File: src/rtl/demux_16_bank.sv
// 16-channel write demux: latches tagged words into held channel registers, with bursts and update strobes.
// Optional per-channel write masking is enabled by defining DEMUX_16_WRITE_MASK_EN.

// state   | meaning
// S_IDLE  | waiting for the first word of a transfer; in_addr/in_burst/in_len are sampled
// S_BURST | burst in progress; words go to r_ptr until r_count reaches zero
module demux_16_bank #(
    parameter int WIDTH = 32,
    parameter int NREG  = 16
) (
    input  logic                    clock,
    input  logic                    reset,
    input  logic [WIDTH-1:0]        in_data,
    input  logic [3:0]              in_addr,
    input  logic                    in_burst,
    input  logic [3:0]              in_len,
    input  logic                    in_valid,
    output logic                    in_ready,
    input  logic                    clear,
`ifdef DEMUX_16_WRITE_MASK_EN
    input  logic [NREG-1:0]         write_mask,
`endif
    output logic [NREG*WIDTH-1:0]   out_flat,
    output logic [NREG-1:0]         out_strobe,
    output logic                    busy
);

    typedef enum logic {
        S_IDLE  = 1'b0,
        S_BURST = 1'b1
    } state_t;

    state_t            r_state;
    state_t            w_state_nxt;
    logic [3:0]        r_ptr;
    logic [3:0]        r_count;
    logic [WIDTH-1:0]  r_chan [NREG];
    logic [NREG-1:0]   r_strobe;
    logic [NREG-1:0]   w_wr_en;
    logic              w_accept;
    logic              w_start_burst;
    logic [3:0]        w_target;

    assign in_ready      = !clear && !reset;
    assign w_accept      = in_valid && in_ready;
    assign w_target      = (r_state == S_IDLE) ? in_addr : r_ptr;
    assign w_start_burst = (r_state == S_IDLE) && w_accept && in_burst && (in_len != 4'd0);

    always_ff @(posedge clock) begin
        if (reset || clear) begin
            r_state <= S_IDLE;
        end else begin
            r_state <= w_state_nxt;
        end
    end

    always_comb begin
        w_state_nxt = r_state;
        case (r_state)
            S_IDLE: begin
                if (w_start_burst) begin
                    w_state_nxt = S_BURST;
                end
            end
            S_BURST: begin
                if (w_accept && (r_count == 4'd1)) begin
                    w_state_nxt = S_IDLE;
                end
            end
            default: w_state_nxt = S_IDLE;
        endcase
    end

    always_comb begin
        w_wr_en = '0;
        if (w_accept) begin
            w_wr_en[w_target] = 1'b1;
        end
`ifdef DEMUX_16_WRITE_MASK_EN
        // masked words are still consumed; only the register update is suppressed
        w_wr_en = w_wr_en & ~write_mask;
`endif
    end

    assign busy = (r_state == S_BURST);

    always_ff @(posedge clock) begin
        if (reset || clear) begin
            r_ptr   <= 4'd0;
            r_count <= 4'd0;
        end else if (w_accept) begin
            // 4-bit pointer wraps 15 -> 0 on its own
            r_ptr <= w_target + 4'd1;
            if (w_start_burst) begin
                r_count <= in_len;
            end else if (r_state == S_BURST) begin
                r_count <= r_count - 4'd1;
            end
        end
    end

    always_ff @(posedge clock) begin
        if (reset) begin
            r_strobe <= '0;
        end else if (clear) begin
            r_strobe <= '1;
        end else begin
            r_strobe <= w_wr_en;
        end
    end

    for (genvar g = 0; g < NREG; g++) begin : g_chan
        always_ff @(posedge clock) begin
            if (reset || clear) begin
                r_chan[g] <= '0;
            end else if (w_wr_en[g]) begin
                r_chan[g] <= in_data;
            end
        end
        assign out_flat[g*WIDTH +: WIDTH] = r_chan[g];
    end

    assign out_strobe = r_strobe;

endmodule
File: config.mk
export PLATFORM = sky130hd
export DESIGN_NAME = demux_16_bank
export DESIGN_NICKNAME = d
export VERILOG_FILES = /design/src/rtl/demux_16_bank.sv
export SDC_FILE = /design/constraint.sdc
export NUM_CORES = 1
export LEC_CHECK = 0
export ABC_AREA = 1
export BUFFER_PORTS_ARGS = -buffer_cell sky130_fd_sc_hd__buf_2
export CORE_AREA = 3 3 222 224
export CTS_CLUSTER_DIAMETER = 50
export DETAILED_ROUTE_END_ITERATION = 7
export DIE_AREA = 0 0 225 227
export GPL_TIMING_DRIVEN = 0
export PLACE_DENSITY_LB_ADDON = 0.08
export SLEW_MARGIN = 40
export SYNTH_ARGS = -nofsm -noshare
export SYNTH_HDL_FRONTEND = slang
export SYNTH_SLANG_ARGS = --single-unit
File: constraint.sdc
create_clock -name clock -period 2.4 [get_ports clock]
set_input_delay 0.24 -clock clock [delete_from_list [all_inputs] [get_ports clock]]
set_output_delay 0.24 -clock clock [all_outputs]
set_load 0.02 [all_outputs]
==> results of run 1 <==
[stage by stage]
step	worst slack [ps]	util	total power [mW]	instance area [um^2]	setup TNS, ps
6_report	-27.5	0.524	20.4	24900	-634
5_1_grt	-128	0.524	21.0	24900	-24500
4_1_cts	-149	0.522	20.5	24800	-18380
3_5_place_dp	-698	0.483	12.6	23000	-290510
3_3_place_gp	-781	0.483	12.6	22900	-315270
2_1_floorplan	-72.1	-	11.8	19300	-25390
[sequential cells by signal, indices dropped and copies added (netlist names)]
name,cells
r_chan,512
out_strobe,16
r_count,4
busy,1
r_ptr,4
[kinds of logic (layout without fill, tap and decap cells)]
logic type | count (synthesis) | count (layout) | synth area share
simple gates | 606 | 608 | 0.122
compound gates | 28 | 28 | 0.00727
buf+inv | 139 | 814 | 0.0421
fa+ha+maj | 6 | 6 | 0.00390
xor+xnor | 2 | 2 | 0.000910
flops | 537 | 537 | 0.824
[routing by layer]
layer / vias up / wire length [um] / part of all wire
li1: 5746 / - / -
met1: 6448 / 24500 / 0.38
met2: 545 / 31300 / 0.49
met3: 95 / 5940 / 0.093
met4: 2 / 2250 / 0.035
met5: - / 13 / 0.00020
[where the power goes]
group          switching (mW)  internal (mW)  total (mW)
clock                    3.51           4.42        7.93
combinational            1.33          0.379        1.71
sequential              0.119           10.6        10.8
total                    4.96           15.4        20.4
[layout make-up]
cell class,count,area (um^2),share of cell area
Clock buffer,71,1480,0.0593
Multi-Input combinational cell,644,2900,0.116
Tap cell,615,769,0.0309
Sequential cell,537,15900,0.637
Buffer,85,624,0.0250
Clock inverter,24,144,0.00577
Timing Repair Buffer,580,2940,0.118
Inverter,54,203,0.00813
[timing repair]
action | in CTS | in global routing
buffers inserted | 0 | 0
endpoints found under the hold margin | 12 | 0
resized for setup | 29 | 16
hold buffers | 7 | 0
gates cloned | 1 | 1
endpoints found under the setup margin | 512 | 513
[synthesized netlist by cell type]
library cell  count  area, um^2
nand2_2          17         106
clkbuf_1         36         135
buf_6            35         394
edfxtp_1        512       15400
o21ai_0           5        25.0
dfxtp_1          25         500
inv_1            52         195
clkinv_1          1        3.75
nor2_1          531        1990
nand3_1          11        55.1
nand4_1           1        6.26
buf_2            13        65.1
a21oi_1          22         110
o21ai_1           1        5.00
nand2_1          42         158
ha_1              6        75.1
xor2_1            2        17.5
clkbuf_8          1        13.8
inv_2             1        3.75
nor2_2            4        25.0
[layout by cell type (no fill, tap or decap), drive strengths merged]
master       synthesis  routed
clkinv               1      20
nand3               11      11
a21oi               22      22
clkbuf              37     108
dlygate4sd3          0       7
edfxtp             512     512
clkinvlp             0       1
nand4                1       1
dfxtp               25      25
o21ai                6       6
buf                 48     621
inv                 53      56
bufinv               0       1
ha                   6       6
nor2               535     535
xor2                 2       2
nand2               59      61
[how the worst min path moves through the flow]
stage | startpoint | endpoint | slack, ps
after floorplan | in_valid | r_ptr[0]$_SDFFE_PP0N_ | 340
final | in_len[1] | r_count[1]$_SDFFE_PP0P_ | 70
after global routing | in_data[9] | r_chan[1][137]$_SDFFCE_PN0P_ | 60
after global placement | r_count[1]$_SDFFE_PP0P_ | r_count[1]$_SDFFE_PP0P_ | 490
after CTS | in_len[1] | r_count[1]$_SDFFE_PP0P_ | 20
after detailed placement | r_count[1]$_SDFFE_PP0P_ | r_count[1]$_SDFFE_PP0P_ | 510
[worst max-delay path, delay by kind of cell (launching register included)]
| family | cells | cell delay [ps] |
|---|---|---|
| buf+inv | 4 | 510 |
| simple gates | 5 | 980 |
| flops | 1 | 420 |
| fa+ha+maj | 1 | 150 |
==> flow_summary.toml, run 1 <==
[outcome]
status = "finished with violations"
violations = "negative setup slack"

[sta]
slew_headroom = 0.424
fin_worst_skew_ps = 10.3
rsz0062_at_grt = "yes"
finalHoldViolCount = 0
fmax_mhz = 412
final.period_utilization = 1.01
holdWs_ps = 67.7
setup_violations = 44
slew_viol_final = 0
tightest_slew_ps = 864
finalCriticalPeriod_ps = 2430
timing.final.ws_setup_ps = -27.5

[global_route]
grt_pass1_vias = 12200
grt_pass1_wl_mm = 88.1
grt.met2_usage = 0.402
use_met3 = 0.0780
grt-ovfl-total = 0
grt_max_degree = 33
grt_busiest_layer = "met2"
grt_antenna_before_repair = 1
grt.total_usage = 0.242
grt_use_met1 = 0.301

[clocking]
insertion_delay_ps = 600
clock-sinks = 537
cts_root_buf = "clkbuf_16"
cts_buffers = 56
cts_max_path_buffers = 3
cts_tree = "done"
htreeDepth = 2
clk_pin_slew_ps = 60

[setup_path]
arrival_ps = 2690
cp_cell_sequence = "inv_2, nand2_1, nand2_1, inv_1, ha_1, inv_1, nor2_2, nand2_2, buf_6, nand2_8"
worstPathMaxFanout = 32
slowest_delay_ps = 420
cp-start-kind = "register"
r2r_cells = 10
crit_path_start = "busy$_SDFF_PP0_"
crit_slowest_cell = "dfxtp_2"
r2r-start = "busy$_SDFF_PP0_"
cp-end-kind = "register"
cp_data_required_time_ps = 2660
crit_end = "r_chan[0][129]$_SDFFCE_PN0P_"
regToRegSetupSlack_ps = -30
path_class = "register to register"
r2r_end = "r_chan[0][129]$_SDFFCE_PN0P_"

[floorplan]
die-width_um = 225
core-area_um2 = 47500
num_rows = 80
initial_core_util = 0.405
die_h_um = 227
die_area_um2 = 51100
ios = 575

[min_path]
hp-class = "input port to register"
hold_depth = 5

[pwr]
ir_worst_vdd_v = 0.000657
power.leakage_nw = 11.6
p_per_area_nw_per_um2 = 818

[run]
drv_cap = 0

[placement]
dp.cells = 2506
hpwl_mm = 46.6
numPortBuffers = 573
gp_congestion = 0.813

[finish]
num_antenna_cells = 0
instances_no_fill = 2610
nFillCells = 4213
area_growth_pct = 29.5
drive_above_1_share = 0.371
final_nets = 2009

[yosys]
synth-warning-count = 0
yosysSeqAreaShare = 0.824
synth-seq-cells = 537
netlist_area_um2 = 19300
synth_cell_types = 20
synth.avg_cell_area_um2 = 14.6
synthCells = 1318
syn_nets = 1369

[drt]
viasPerCell = 4.92
routed_wl_mm = 64.0
dr_total_vias = 12800
drcViolationCount = 0
wl_per_cell_um = 24.5
drtAntennaViolNets = 0
firstDrtPassIters = 5
drt-initial-drc-count = 938
Note: power is estimated with default switching activity, not from simulation.
==> run 2: changes to the inputs <==
--- a/config.mk
+++ b/config.mk
@@ -13,6 +13,7 @@
 export DIE_AREA = 0 0 225 227
 export GPL_TIMING_DRIVEN = 0
 export PLACE_DENSITY_LB_ADDON = 0.08
+export REMOVE_ABC_BUFFERS = 1
 export SLEW_MARGIN = 40
 export SYNTH_ARGS = -nofsm -noshare
 export SYNTH_HDL_FRONTEND = slang
==> flow_summary.toml, run 2 (synthesis gave the netlist of run 1 again) <==
[clocking]
htreeDepth = 2
cts_buffers = 55
insertion_delay_ps = 600
clk_pin_slew_ps = 60
cts_tree = "done"
clock-sinks = 537
cts_max_path_buffers = 3
cts_root_buf = "clkbuf_16"

[sta]
tightest_slew_ps = 771
tns_ps = 0
rsz0062_at_grt = "yes"
final.period_utilization = 0.954
setup_violations = 0
finalHoldViolCount = 0
timing.final.ws_setup_ps = 110
slew_viol_final = 0
finalCriticalPeriod_ps = 2290
fmax_mhz = 437
holdWs_ps = 63.5
slew_headroom = 0.485
fin_worst_skew_ps = 11.9

[floorplan]
die-width_um = 225
ios = 575
initial_core_util = 0.405
die_area_um2 = 51100
die_h_um = 227
num_rows = 80
core-area_um2 = 47500

[pwr]
ir_worst_vdd_v = 0.000553
p_sw_frac = 0.245
fin_total_pwr_mw = 20.9
p_comb_frac = 0.088
power.leakage_nw = 11.5
clkPwrFrac = 0.398
pwr-share-seq = 0.515
p_per_area_nw_per_um2 = 837
p_switching_mw = 5.12
internal-power_mw = 15.8

[placement]
placed_cell_area_um2 = 22400
gp_congestion = 0.857
hpwl_mm = 42.3
numPortBuffers = 574
place_ws_ps = -1470
dp.cells = 2423

[setup_path]
path_class = "register to register"
cp_data_required_time_ps = 2680
cp-end-kind = "register"
cp-start-kind = "register"
worstPathMaxFanout = 35
arrival_ps = 2570

[finish]
largest_reg_flops = 512
area_growth_pct = 29.5
nFillCells = 4159
multi_input_area_um2 = 3260
max_flop_register = "r_chan"
register_area_um2 = 15900
final_util = 0.525
drive_above_1_share = 0.387
design_area_um2 = 25000
final_cell_mix = "buf_2, nor2_1, edfxtp_1"
instances_no_fill = 2556
layout_commonest_cell = "buf_2"
final_nets = 1947

[drt]
drtAntennaViolNets = 0
dr_total_vias = 12800
firstDrtPassIters = 5
drt-initial-drc-count = 958
routed_wl_mm = 68.1
wl_per_cell_um = 26.7
drcViolationCount = 0
viasPerCell = 5.00

[global_route]
grt_antenna_before_repair = 4
grt_pass1_wl_mm = 92.0
grt.total_usage = 0.258
grt_max_degree = 36
grt-ovfl-total = 0
grt_pass1_vias = 12200

[outcome]
status = "finished clean"

[run]
drv_cap = 0

[min_path]
hp-class = "input port to register"
==> run 2: power groups by stage <==
stage | registers (mW) | logic, mW | clock network (mW)
3_3_place_gp | 11.0 | 1.70 | 0
2_1_floorplan | 11.5 | 0.292 | 0
6_report | 10.7 | 1.83 | 8.30
3_5_place_dp | 11.0 | 1.72 | 0
4_1_cts | 10.7 | 1.83 | 8.41
5_1_grt | 10.8 | 1.90 | 8.74
==> run 2: worst paths after layout <==
check | from | endpoint | slack, ps | cells past startpoint
setup / recovery | busy$_SDFF_PP0_ | r_chan[0][115]$_SDFFCE_PN0P_ | 110 | 6
hold / removal | in_addr[0] | r_ptr[0]$_SDFFE_PP0N_ | 60 | 4
setup reg to reg | busy$_SDFF_PP0_ | r_chan[0][115]$_SDFFCE_PN0P_ | 110 | 6
hold reg to reg | r_count[1]$_SDFFE_PP0P_ | r_count[1]$_SDFFE_PP0P_ | 520 | 2
==> run 2: layout make-up <==
| class | count | area share |
|---|---|---|
| inverter | 54 | 0.00817 |
| clock buffer | 77 | 0.0610 |
| multi-input combinational | 654 | 0.131 |
| tap | 615 | 0.0308 |
| timing repair buffer | 594 | 0.125 |
| sequential | 537 | 0.636 |
| antenna | 1 | 0.000100 |
| clock inverter | 24 | 0.00762 |
==> run 2: worst max-delay path: stages (launching register included) <==
cell and delay [ps]:
dfxtp_2 380, o21ai_1 460, inv_1 240, nor2_4 190, buf_4 190, nand2_8 180, nand2_4 310
==> run 2: per-layer routing <==
metal | routed length, um | vias up | GRT usage
met4 | 2120 | 6 | 0.0767
met1 | 25700 | 6417 | 0.318
li1 | - | 5640 | -
met3 | 6320 | 118 | 0.0832
met2 | 34000 | 611 | 0.437
met5 | 51 | - | 0
==> run 2: repair_timing <==
action,4_1_cts,5_1_grt
pin swaps,15,2
gates resized for setup,74,4
endpoints found under the hold margin,7,0
gates cloned,10,2
buffers inserted,12,2
hold buffers,5,0
endpoints found under the setup margin,951,512
==> run 3: changes to the inputs <==
--- a/config.mk
+++ b/config.mk
@@ -13,6 +13,7 @@
 export DIE_AREA = 0 0 225 227
 export GPL_TIMING_DRIVEN = 0
 export PLACE_DENSITY_LB_ADDON = 0.08
+export RECOVER_POWER = 25
 export REMOVE_ABC_BUFFERS = 1
 export SLEW_MARGIN = 40
 export SYNTH_ARGS = -nofsm -noshare
==> flow_summary.toml, run 3 (synthesis gave the netlist of run 1 again) <==
[drt]
wl_met2_mm = 33.9
wl_met3_mm = 6.31
firstDrtPassIters = 5
drtAntennaViolNets = 0
dr_total_vias = 12700
viasPerCell = 4.99
wl_met1_mm = 26.0
top_layer = "met5"
wl_per_cell_um = 26.8
drcViolationCount = 0
routed_wl_mm = 68.4
drt-initial-drc-count = 1063

[outcome]
status = "finished clean"

[floorplan]
die_area_um2 = 51100
die_h_um = 227
die-width_um = 225
core-area_um2 = 47500
num_rows = 80
ios = 575
initial_core_util = 0.405

[global_route]
grt.total_usage = 0.258
grt_pass1_vias = 12200
grt_pass1_wl_mm = 92.0
grt_max_degree = 36
grt-ovfl-total = 0
grt_antenna_before_repair = 4

[clocking]
htreeDepth = 2
clock-sinks = 537
cts_tree = "done"
insertion_delay_ps = 600
cts_max_path_buffers = 3
cts_root_buf = "clkbuf_16"
clk_pin_slew_ps = 60
cts_buffers = 55

[min_path]
hp-class = "input port to register"

[sta]
timing.final.ws_setup_ps = 104
holdWs_ps = 63.7
setup_violations = 0
slew_headroom = 0.488
final.period_utilization = 0.957
fmax_mhz = 435
finalCriticalPeriod_ps = 2300
slew_viol_final = 0
tightest_slew_ps = 767
rsz0062_at_grt = "yes"
fin_worst_skew_ps = 11.4
finalHoldViolCount = 0

[placement]
place_ws_ps = -1470
gp_congestion = 0.857
hpwl_mm = 42.3
numPortBuffers = 574

[setup_path]
cp-start-kind = "register"
arrival_ps = 2570
path_class = "register to register"
cp-end-kind = "register"
cp_data_required_time_ps = 2670
worstPathMaxFanout = 35

[finish]
final_cell_mix = "nor2_1, edfxtp_1, clkbuf_1"
final_util = 0.515
drive_above_1_share = 0.204
largest_reg_flops = 512
area_growth_pct = 27.2
layout_commonest_cell = "nor2_1"
final_nets = 1947
max_flop_register = "r_chan"

[pwr]
power.leakage_nw = 10.2
ir_worst_vdd_v = 0.000554
p_per_area_nw_per_um2 = 848

[run]
drv_cap = 0
[run 3: changes by cell type in the layout (fill, tap and decap cells not counted), sizes merged]
| cell | previous run | this run |
|---|---|---|
| buf | 589 | 233 |
| clkbuf | 77 | 433 |
[run 3: critical path, cell delays in order, from the launching register on]
cell and delay, ps:
dfxtp_2 380, o21ai_1 460, inv_1 240, nor2_4 190
buf_4 190, nand2_8 180, nand2_4 310
[run 3: where the power goes]
group	total [mW]	internal (mW)	leakage (nW)	switching [mW]
clock	8.28	4.73	0.840	3.55
sequential	10.8	10.6	5.91	0.119
combinational	1.75	0.316	3.41	1.44
total	20.8	15.7	10.2	5.11
[run 3: final timing paths]
check / startpoint / to / slack [ps] / depth (start not counted)
min: in_addr[0] / r_ptr[0]$_SDFFE_PP0N_ / 60 / 4
max reg2reg: busy$_SDFF_PP0_ / r_chan[0][115]$_SDFFCE_PN0P_ / 100 / 6
min reg2reg: r_count[1]$_SDFFE_PP0P_ / r_count[1]$_SDFFE_PP0P_ / 520 / 2
max: busy$_SDFF_PP0_ / r_chan[0][115]$_SDFFCE_PN0P_ / 100 / 6
[run 3: layout make-up]
class / instances / area, um^2
Multi-Input combinational cell: 654 / 3260
Antenna cell: 1 / 2.50
Clock inverter: 24 / 190
Clock buffer: 77 / 1520
Sequential cell: 537 / 15900
Inverter: 54 / 204
Timing Repair Buffer: 594 / 2690
Fill cell: 4289 / 23000
Tap cell: 615 / 769
[run 3: per-stage QoR]
| stage | setup TNS [ps] | instance area [um^2] | instances | power, mW |
|---|---|---|---|---|
| 6_report | 0 | 24500 | 2556 | 20.8 |
| 4_1_cts | -8.08 | 24900 | 2551 | 21.0 |
| 2_1_floorplan | -261600 | 18700 | 1233 | 11.8 |
| 5_1_grt | -4510 | 24500 | 2556 | 21.4 |
| 3_5_place_dp | -938070 | 22400 | 2423 | 12.7 |
| 3_3_place_gp | -1965140 | 22300 | 2422 | 12.7 |
[run 3: timing repair]
action	in CTS	in global routing
pin swaps	15	2
endpoints found under the setup margin	951	512
gates cloned	10	2
endpoints found under the hold margin	7	0
gates resized for setup	74	4
hold buffers	5	0
buffers inserted	12	2
[run 3: routing by layer]
metal,track usage,vias up
li1,-,5637
met1,0.318,6402
met2,0.437,571
met3,0.0832,128
met4,0.0767,6
met5,0,-
